**config.mk**
```make
export PLATFORM = sky130hd
export DESIGN_NAME = sys_bridge
export DESIGN_NICKNAME = d
export VERILOG_FILES = /design/src/rtl/bridge_pkg.sv /design/src/rtl/irq_ctrl.sv /design/src/rtl/sys_bridge.sv
export SDC_FILE = /design/constraint.sdc
export NUM_CORES = 1
export LEC_CHECK = 0
export CORE_ASPECT_RATIO = 0.75
export CORE_MARGIN = 2
export CORE_UTILIZATION = 43
export CTS_CLUSTER_DIAMETER = 60
export DETAILED_ROUTE_END_ITERATION = 10
export PLACE_DENSITY = 0.86
export SYNTH_ARGS = -nofsm -noshare
export SYNTH_HDL_FRONTEND = slang
export SYNTH_SLANG_ARGS = --single-unit
export TNS_END_PERCENT = 20
```
**constraint.sdc**
```tcl
create_clock -name clk_i -period 3.6 [get_ports clk_i]
set_input_delay 0.36 -clock clk_i [delete_from_list [all_inputs] [get_ports clk_i]]
set_output_delay 0.36 -clock clk_i [all_outputs]
set_load 0.03 [all_outputs]
```
**src/rtl/bridge_pkg.sv**
```systemverilog
// Shared types and constants for the CPU-to-peripheral bus bridge.
package bridge_pkg;

  typedef enum logic [1:0] {
    IDLE   = 2'd0,
    ACCESS = 2'd1,
    RESP   = 2'd2
  } state_t;

  localparam int unsigned DEV_SPAN  = 16;
  localparam int unsigned REG_IMASK = 0;
  localparam int unsigned REG_IPEND = 4;

endpackage

```
**src/rtl/irq_ctrl.sv**
```systemverilog
// Interrupt mask/pending registers and the CPU interrupt request.
// Build option BRIDGE_IRQ_EDGE_EN: sticky rising-edge pending bits with W1C; otherwise level mode.
module irq_ctrl #(
  parameter int unsigned NDEV = 2
) (
  input  logic            clk_i,
  input  logic            rst_i,
  input  logic [NDEV-1:0] irq_i,
  input  logic            mask_we_i,
  input  logic            pend_w1c_i,
  input  logic [NDEV-1:0] wdata_i,
  output logic [NDEV-1:0] imask_o,
  output logic [NDEV-1:0] ipend_o,
  output logic            int_o
);

  logic [NDEV-1:0] r_imask;
  logic [NDEV-1:0] r_ipend;

  always_ff @(posedge clk_i) begin
    if (rst_i) begin
      r_imask <= '0;
    end else if (mask_we_i) begin
      r_imask <= wdata_i;
    end
  end

`ifdef BRIDGE_IRQ_EDGE_EN
  logic [NDEV-1:0] r_irq_prev;
  logic [NDEV-1:0] w_rise;
  logic [NDEV-1:0] w_clr;

  assign w_rise = irq_i & ~r_irq_prev;
  assign w_clr  = pend_w1c_i ? wdata_i : '0;

  // Clear is applied before set so a coincident new edge is never lost.
  always_ff @(posedge clk_i) begin
    if (rst_i) begin
      r_irq_prev <= '0;
      r_ipend    <= '0;
    end else begin
      r_irq_prev <= irq_i;
      r_ipend    <= (r_ipend & ~w_clr) | w_rise;
    end
  end
`else
  logic w_unused_w1c;
  assign w_unused_w1c = pend_w1c_i;

  always_ff @(posedge clk_i) begin
    if (rst_i) begin
      r_ipend <= '0;
    end else begin
      r_ipend <= irq_i;
    end
  end
`endif

  assign imask_o = r_imask;
  assign ipend_o = r_ipend;
  assign int_o   = |(r_ipend & r_imask);

endmodule

```
**src/rtl/sys_bridge.sv**
```systemverilog
// CPU-side peripheral bus initiator: address decode, 3-state access FSM, IRQ collection.
// Build option BRIDGE_IRQ_EDGE_EN selects edge-triggered pending bits (see irq_ctrl).
module sys_bridge
  import bridge_pkg::*;
#(
  parameter int unsigned NDEV     = 2,
  parameter logic [31:0] DEV_BASE = 32'h0000_7F00,
  parameter logic [31:0] REG_OFS  = 32'h0000_0080
) (
  input  logic                 clk_i,
  input  logic                 rst_i,
  input  logic                 pr_req_i,
  input  logic                 pr_we_i,
  input  logic [31:0]          pr_addr_i,
  input  logic [31:0]          pr_wd_i,
  output logic [31:0]          pr_rd_o,
  output logic                 pr_ack_o,
  output logic                 pr_err_o,
  output logic [NDEV-1:0]      dev_sel_o,
  output logic                 dev_we_o,
  output logic [1:0]           dev_add_o,
  output logic [31:0]          dev_dat_o,
  input  logic [NDEV*32-1:0]   dev_dat_i,
  input  logic [NDEV-1:0]      dev_irq_i,
  output logic                 int_o
);

  localparam int          SPAN_LSB   = $clog2(DEV_SPAN) - 2;
  localparam logic [31:0] IMASK_ADDR = REG_OFS + REG_IMASK;
  localparam logic [31:0] IPEND_ADDR = REG_OFS + REG_IPEND;

  state_t          r_state;
  state_t          w_state_next;
  logic [29:0]     r_addr;
  logic            r_we;
  logic [31:0]     r_wd;
  logic [31:0]     r_rd;
  logic            r_err;

  logic [29:0]     w_ofs;
  logic [NDEV-1:0] w_hit_dev;
  logic            w_hit_any;
  logic            w_hit_imask;
  logic            w_hit_ipend;
  logic            w_unmapped;
  logic [31:0]     w_dev_rd;
  logic [31:0]     w_rd_next;
  logic [NDEV-1:0] w_imask;
  logic [NDEV-1:0] w_ipend;
  logic            w_mask_we;
  logic            w_pend_w1c;
  logic            w_unused_addr;

  assign w_unused_addr = ^pr_addr_i[1:0];

  // Word offset into the device window; addresses below the base wrap high and miss.
  assign w_ofs = r_addr - DEV_BASE[31:2];

  for (genvar gi = 0; gi < NDEV; gi++) begin : g_dec
    assign w_hit_dev[gi] = ((w_ofs >> SPAN_LSB) == 30'(gi));
  end

  assign w_hit_any   = |w_hit_dev;
  assign w_hit_imask = (w_ofs == IMASK_ADDR[31:2]);
  assign w_hit_ipend = (w_ofs == IPEND_ADDR[31:2]);
  assign w_unmapped  = ~(w_hit_any | w_hit_imask | w_hit_ipend);

  always_comb begin
    w_dev_rd = '0;
    for (int k = 0; k < NDEV; k++) begin
      if (w_hit_dev[k]) begin
        w_dev_rd = w_dev_rd | dev_dat_i[k*32 +: 32];
      end
    end
  end

  always_comb begin
    w_rd_next = '0;
    if (w_hit_any) begin
      w_rd_next = w_dev_rd;
    end else if (w_hit_imask) begin
      w_rd_next = 32'(w_imask);
    end else if (w_hit_ipend) begin
      w_rd_next = 32'(w_ipend);
    end
  end

  always_ff @(posedge clk_i) begin
    if (rst_i) begin
      r_state <= IDLE;
    end else begin
      r_state <= w_state_next;
    end
  end

  always_comb begin
    w_state_next = r_state;
    case (r_state)
      IDLE:    if (pr_req_i) w_state_next = ACCESS;
      ACCESS:  w_state_next = RESP;
      RESP:    w_state_next = IDLE;
      default: w_state_next = IDLE;
    endcase
  end

  always_comb begin
    dev_sel_o  = '0;
    dev_we_o   = 1'b0;
    pr_ack_o   = 1'b0;
    pr_err_o   = 1'b0;
    w_mask_we  = 1'b0;
    w_pend_w1c = 1'b0;
    case (r_state)
      ACCESS: begin
        dev_sel_o  = w_hit_dev;
        dev_we_o   = r_we & w_hit_any;
        w_mask_we  = r_we & w_hit_imask;
        w_pend_w1c = r_we & w_hit_ipend;
      end
      RESP: begin
        pr_ack_o = 1'b1;
        pr_err_o = r_err;
      end
      default: ;
    endcase
  end

  always_ff @(posedge clk_i) begin
    if (rst_i) begin
      r_addr <= '0;
      r_we   <= 1'b0;
      r_wd   <= '0;
      r_rd   <= '0;
      r_err  <= 1'b0;
    end else begin
      if (r_state == IDLE && pr_req_i) begin
        r_addr <= pr_addr_i[31:2];
        r_we   <= pr_we_i;
        r_wd   <= pr_wd_i;
      end
      if (r_state == ACCESS) begin
        r_rd  <= w_rd_next;
        r_err <= w_unmapped;
      end
    end
  end

  assign pr_rd_o   = r_rd;
  assign dev_add_o = r_addr[1:0];
  assign dev_dat_o = r_wd;

  irq_ctrl #(.NDEV(NDEV)) u_irq_ctrl (
    .clk_i      (clk_i),
    .rst_i      (rst_i),
    .irq_i      (dev_irq_i),
    .mask_we_i  (w_mask_we),
    .pend_w1c_i (w_pend_w1c),
    .wdata_i    (r_wd[NDEV-1:0]),
    .imask_o    (w_imask),
    .ipend_o    (w_ipend),
    .int_o      (int_o)
  );

endmodule

```
==> results.txt, run 1 <==
- For the finished layout, the period the worst path requires is roughly 3.2 ns.
- Sort of element at the end of the critical path: output pin
* Met1 Track Usage GR: 0.272
* Synthesized net count: 599
* Worst-Margin Slew: 1.13 ns
- Summed instance area of the synthesized netlist: roughly 4000 sq um
- Routability-driven placement congestion ratio: 0.789
* Number of different library cells in the post-synthesis netlist: 33
- Filler instances: 734
- The total overflow left after global routing is 0.
- Most Used Layer, Global Route: met2
* Setup repair after global routing missed its margin: no
* Number of DRC violations after detailed routing: 0
* Fraction of layout instances using a drive strength above 1: 0.0906
- Setup repair bufs after CTS: 0
* Total negative slack: 0 ns
- Area of the core: 9080 sq um
* Setup-failing EPs final: 0
- Most frequent standard cell in the layout excluding fill and tap cells: clkdlybuf4s50_1
- The run finished with clean final reports.
* Top Ports: roughly 210
- Effective utilization at floorplan: 0.445
* TritonCTS Buffers: 9
- Across the VDD grid, the largest voltage drop is about 0.33 mV.
* Power after layout: 2.55 mW
- Post-detailed-placement half-perimeter wirelength: 8980 um
- Register area: around 2000 sq um
* First DRT Iteration DRCs: 153
- First-pass GRT wire length: 19000 um
* Count of mapped cells out of synthesis: 465
- The die is 88.0 um tall.
- Async SR Flop Fraction: 0
* Hold violation total from the final report: 0
* Number of nets at the end of the flow: between 700 and 800
- STA classifies the critical path startpoint as a flip-flop.
* CTS H-tree lvls: 3
* DR WL/cell: around 16 um
* Worst hold margin: 0.291 ns
* Worst min path class: in -> reg
* Final period util: 0.876
- Die Span X: 116 um
* Global routing usage summed across all routing layers: 0.241
- Number of flip-flops and latches in the synthesized netlist: 102
- Max-capacitance violation count: 0
- In this run the tool buffered the top-level ports with 203 buffer cells.
- In this run the worst path has a maximum fanout of 6.
- # hold bufs at CTS: 0
- TritonCTS built the clock tree.
- Clock skew on the completed layout was measured at 0.00726 ns.
- Initial antenna violation count: 0
- In this run the mean area of a mapped cell was 8.70 sq um.
* Leading register cell type out of synthesis: dfxtp_1
- For met2 alone, demand over resource in global routing was 0.435.
* Slew Limit Fails: 0
- The initialized floorplan defines 30 standard-cell rows.
* Sinks on Clock Net: around 100
- The share of the Yosys chip area taken by registers is 0.505.
- Total Wirelength: approximately 12000 um
- The repair_antennas step left the layout with diodes totalling 0.
- The floorplan step defined a die boundary enclosing 10200 sq um.
- Arrival time of the worst setup path: 2.79 ns
- Category of the critical setup timing path: reg -> out
* Total of warnings raised by yosys: 0
- Routed Antenna Nets: 0
* Largest net degree at the start of global routing: 73
* Root buffer selected by CTS: clkbuf_16
- Detailed-route via count: between 3000 and 4000
- Maximum root-to-sink buffer count: 2
* Clock-pin slew of the registers on the worst-case setup and hold paths: around 0.070 ns
- Highest clock rate: 317 MHz
- Later-pin clock latency in the skew report: 0.34 ns
- Synth-to-Final Area Change: 57.8%
- Number of enable-type register cells in the synthesized netlist: 0
* Met3 layer usage reported by global route: 0.0713
- Post-cts gate resize count: 0
- Via count of the first global-routing pass: 3888
- Most used cells in the layout excluding fill and tap cells: clkdlybuf4s50_1, nand2_1, dfxtp_1
- The first detailed-routing pass ran for 4 iterations.
- Using the TritonRoute via totals, the vias-per-cell ratio works out to 4.93.
* Pwr dens: 399 nW/um^2
- Headroom to the max-slew limit came out at 0.242.
* Leakage power: 2.34 nW
* Worst EP required: 3.24 ns
- Area occupied by multi-input gates: 1850 sq um
[routing by layer]
metal,part of all wire,wire length (um)
met3,0.056,685
met1,0.40,4880
met5,0,0
met2,0.52,6370
met4,0.019,227
[synthesized netlist by cell type (2+ instances only)]
library cell | n | share of area
and2_1 | 2 | 0.0031
nor2b_1 | 5 | 0.0077
buf_6 | 3 | 0.0083
nor4_1 | 4 | 0.0062
a221oi_1 | 2 | 0.0043
a32o_1 | 2 | 0.0049
nand2_1 | 160 | 0.15
mux2i_1 | 32 | 0.079
buf_4 | 2 | 0.0037
clkbuf_1 | 24 | 0.022
a21oi_1 | 65 | 0.080
nor2_1 | 5 | 0.0046
buf_1 | 3 | 0.0028
and4_1 | 2 | 0.0043
o21ai_2 | 30 | 0.065
dfxtp_1 | 102 | 0.50
nand2b_1 | 5 | 0.0077
mux2_2 | 2 | 0.0056
[flip-flops by register name (all words and copies together) (netlist names)]
signal and flops:
u_irq_ctrl.ipend_o 2, dev_dat_o 32, r_we 1, pr_rd_o 32, r_addr 30, r_state 2, u_irq_ctrl.imask_o 2, r_err 1
[layout make-up]
type                       count  area share
clock inverter                 4     0.00803
tap                          128      0.0251
sequential                   102       0.320
clock buffer                   9      0.0353
inverter                       1    0.000588
multi-input combinational    329       0.290
timing repair buffer         206       0.321
[through the flow]
stage / instance area [sq um] / std cells / util / setup slack (ns)
5_1_grt: 6380 / 779 / 0.703 / 0.295
4_1_cts: 6380 / 779 / 0.703 / 0.442
2_1_floorplan: 4050 / 465 / - / 1.24
6_report: 6380 / 779 / 0.703 / 0.446
3_3_place_gp: 6110 / 766 / 0.672 / 0.862
3_5_place_dp: 6110 / 766 / 0.672 / 0.819
[path summary, 6_finish.rpt]
| path | startpoint | endpoint | slack, ns | cells past startpoint |
|---|---|---|---|---|
| worst max register to register | r_addr[29] | pr_rd_o[2] | 1.27 | 4 |
| worst min-delay path | rst_i | r_state[1] | 0.29 | 2 |
| worst max-delay path | r_addr[29] | dev_sel_o[0] | 0.45 | 5 |
| worst min register to register | dev_dat_o[26] | dev_dat_o[26] | 0.45 | 2 |
[cells by family after synthesis]
kind of cell | share of synthesized area
buffers and inverters | 0.0393
AND/OR/NAND/NOR | 0.211
flip-flops | 0.505
AO/OA/AOI/OAI | 0.160
multiplexers | 0.0847
[worst max-delay path: stages (launching register included)]
cell             delay [ns]
dfxtp_1                0.31
or4b_4                 0.55
nor4_4                 0.39
and2_2                 0.27
nor4b_2                0.20
clkdlybuf4s50_1        0.74
[where the power goes]
part           leakage [nW]  total, mW  internal (mW)  switching [mW]
sequential            0.833       1.20           1.18          0.0259
combinational          1.37      0.426          0.222           0.205
clock                 0.133      0.919          0.527           0.393
total                  2.34       2.55           1.92           0.623
Note: power is estimated with default switching activity, not from simulation.
==> run 2, diff against run 1 <==
CTS_CLUSTER_SIZE = 16   (was not set)
==> results of run 2 <==
Same layout as run 1: the final DEF is identical, and so are final timing and power.
==> run 3, diff against run 2 <==
CORE_ASPECT_RATIO = 1.75   (was 0.75)
CORE_MARGIN = not set   (was 2)
==> results.txt, run 3 (synthesized netlist as in run 1, its figures left out) <==
* Run status: finished, final reports clean
- Global routing usage summed across all routing layers: 0.238 (-0.00300)
- DP Area: 6090 sq um (-0.29%)
- Count of cell instances traversed by the critical path: 5 (unchanged)
- Setup-failing EPs final: 0 (unchanged)
- Max-capacitance violation count: 0 (unchanged)
- Top delay family on crit path: simple AND/OR/NAND/NOR gates
- The number of iterations in the first detailed-routing pass was 6 (+2).
* Max incr delay on CP: 0.75 ns (about the same)
* Die extent in y: 130 um (+48%)
- Worst min path class: in -> reg
* Root buffer selected by CTS: clkbuf_16
* Category of the critical setup timing path: reg -> out
- Slew Limit Fails: 0 (unchanged)
- TritonCTS built the clock tree.
- The post-cts sizing count was 0 (unchanged).
- Routed Antenna Nets: 0 (unchanged)
* Floorplan die area: 9820 sq um (-3.9%)
- Worst EP required: 3.24 ns (about the same)
* Critical path buffer and inverter count: 1 (unchanged)
- Antenna Cells: 0 (unchanged)
* Routability-driven placement congestion ratio: 0.787 (-0.33%)
- The part of the cycle the worst path needs was 0.879 (+0.00309).
- The final-report hold violation count came to 0 (unchanged).
- The pin count of the biggest net entering global routing was 71 (-2.7%).
* Initial antenna violation count: 0 (unchanged)
- Most used cells in the layout excluding fill and tap cells: clkdlybuf4s50_1, nand2_1, dfxtp_1
- The total CTS buffers was 9 (unchanged).
- The proportion of layout cells with a drive suffix above 1 was 0.0934 (+0.00279).
* Top Ports: 206 (unchanged)
* Total negative slack: 0 ns (unchanged)
- The power share of the sequential group came to 0.461 (-0.011).
- Worst hold path cell count: 2 (unchanged)
- Effective utilization at floorplan: 0.445 (-0.000490)
- The clock group share of total power is 0.379 (+0.018).
* Cell breakdown of the critical path: or4b_4, nor4_4, and2_2, nor4b_2, clkdlybuf4s50_1
* Clock period minus worst slack: 3.17 ns (+0.0111 ns)
- The clock latency of the later-clocked register in the worst-skew pair is 0.34 ns (about the same).
* Highest clock rate: 316 MHz (-0.35%)
- The power density over cell area was 408 nW/um^2 (+2.3%).
- Filler instances: 731 (-0.41%)
- The DRC violation count after routing is 0 (unchanged).
* Clock Skews: 0.00902 ns (+0.00176 ns)
- The total vias in the final route was 3894 (+1.3%).
- The number of levels the H-tree was split into was 3 (unchanged).
* Worst-Margin Slew: 1.24 ns (+0.105 ns)
- The highest fanout seen on the critical path came to 6 (unchanged).
- The clock transition at the registers of the reported paths came to 0.07 ns (about the same).
- The relative slew slack came to 0.174 (-0.0682).
* Setup repair after global routing missed its margin: no
- Maximum root-to-sink buffer count: 2 (unchanged)
- Arrival time of the worst setup path: 2.81 ns (+0.02 ns)
- Total Wirelength: 11700 um (-3.9%)
- Setup repair bufs after CTS: 0 (unchanged)
- Total net switching power: 0.653 mW (+4.7%)
- # rows: 46 (+53%)
* Via count of the first global-routing pass: 3827 (-1.6%)
- DR WL/cell: 15.1 um (-3.2%)
- The placeable core region is 9090 sq um (+0.11%).
- # hold bufs at CTS: 0 (unchanged)
- The final standard cell area without fillers was 6400 sq um (+0.22%).
- Leakage power: 2.35 nW (+0.48%)
* Total congestion overflow after global routing: 0 (unchanged)
- The number of nets in the layout was 782 (-0.13%).
- The maximum VDD drop is 0.423 mV (+29%).
- The worst setup path is launched from a flip-flop.
- The number of DRC markers in iteration 0 came to 131 (-14%).
* Via count normalized by instance count: 5.04 (+2.1%)
* Sw Share: 0.250 (+0.00527)
* First-pass GRT wire length: 17500 um (-7.6%)
- Critical-path top delay cell: clkdlybuf4s50_1
- Synth-to-Final Area Change: 58.1%
- The count of input and output buffers was 203 (unchanged).
- The post-DP HPWL was 8710 um (-3.0%).
- Die Span X: 75.3 um (-35%)
- Sinks on Clock Net: 102 (unchanged)
* Most frequent standard cell in the layout excluding fill and tap cells: clkdlybuf4s50_1
- Reg2reg path depth: 4 (unchanged)
* Sort of element at the end of the critical path: output pin
* Power Internal: 1.96 mW (+1.8%)
* Fraction of power consumed by combinational cells: 0.160 (-0.007)
-- run 3: changes by cell type in the layout (fill, tap and decap cells not counted) --
cell,before,now
inv_6,0,2
buf_4,3,2
clkbuf_8,0,1
-- run 3: layout make-up --
| type | count | area (sq um) | share of cell area |
|---|---|---|---|
| clock buffer | 10 | 239 | 0.0373 |
| multi-input combinational | 329 | 1850 | 0.289 |
| inverter | 1 | 3.75 | 0.000587 |
| tap | 120 | 150 | 0.0235 |
| clock inverter | 6 | 68.8 | 0.0108 |
| sequential | 102 | 2040 | 0.319 |
| timing repair buffer | 205 | 2040 | 0.319 |
-- run 3: worst reg2reg max path, delay by kind of cell, from the launching register on --
family,cells,cell delay [ns]
simple gates,3,1.52
flops,1,0.32
compound gates,1,0.35
-- run 3: layer usage --
| layer | vias to the layer above | track usage | wire length [um] |
|---|---|---|---|
| met5 | - | 0 | 0 |
| met4 | 0 | 0.115 | 357 |
| met1 | 1790 | 0.227 | 3940 |
| met2 | 159 | 0.448 | 6460 |
| li1 | 1921 | - | - |
| met3 | 24 | 0.0664 | 924 |
-- run 3: through the flow --
stage | util | worst slack [ns] | hold slack (ns) | power, mW | instances
after detailed placement | 0.670 | 0.817 | 0.440 | 1.65 | 757
after global routing | 0.704 | 0.346 | 0.240 | 2.72 | 773
after floorplan | - | 1.24 | 0.431 | 1.42 | 465
final | 0.704 | 0.435 | 0.238 | 2.61 | 773
after CTS | 0.704 | 0.414 | 0.231 | 2.63 | 773
after global placement | 0.670 | 0.863 | 0.436 | 1.63 | 757
-- run 3: worst paths after layout --
kind	start	end	slack, ns
worst min-delay path	rst_i	r_err	0.24
worst min register to register	pr_rd_o[19]	pr_rd_o[19]	0.45
worst max-delay path	r_addr[29]	dev_sel_o[0]	0.43
worst max register to register	r_addr[29]	pr_rd_o[3]	1.33
-- run 3: power by group through the flow --
stage	clock network, mW	logic [mW]	registers [mW]
after CTS	1.00	0.422	1.20
final	0.988	0.419	1.20
after floorplan	0	0.158	1.26
after global routing	1.06	0.450	1.21
after detailed placement	0	0.420	1.23
after global placement	0	0.409	1.23
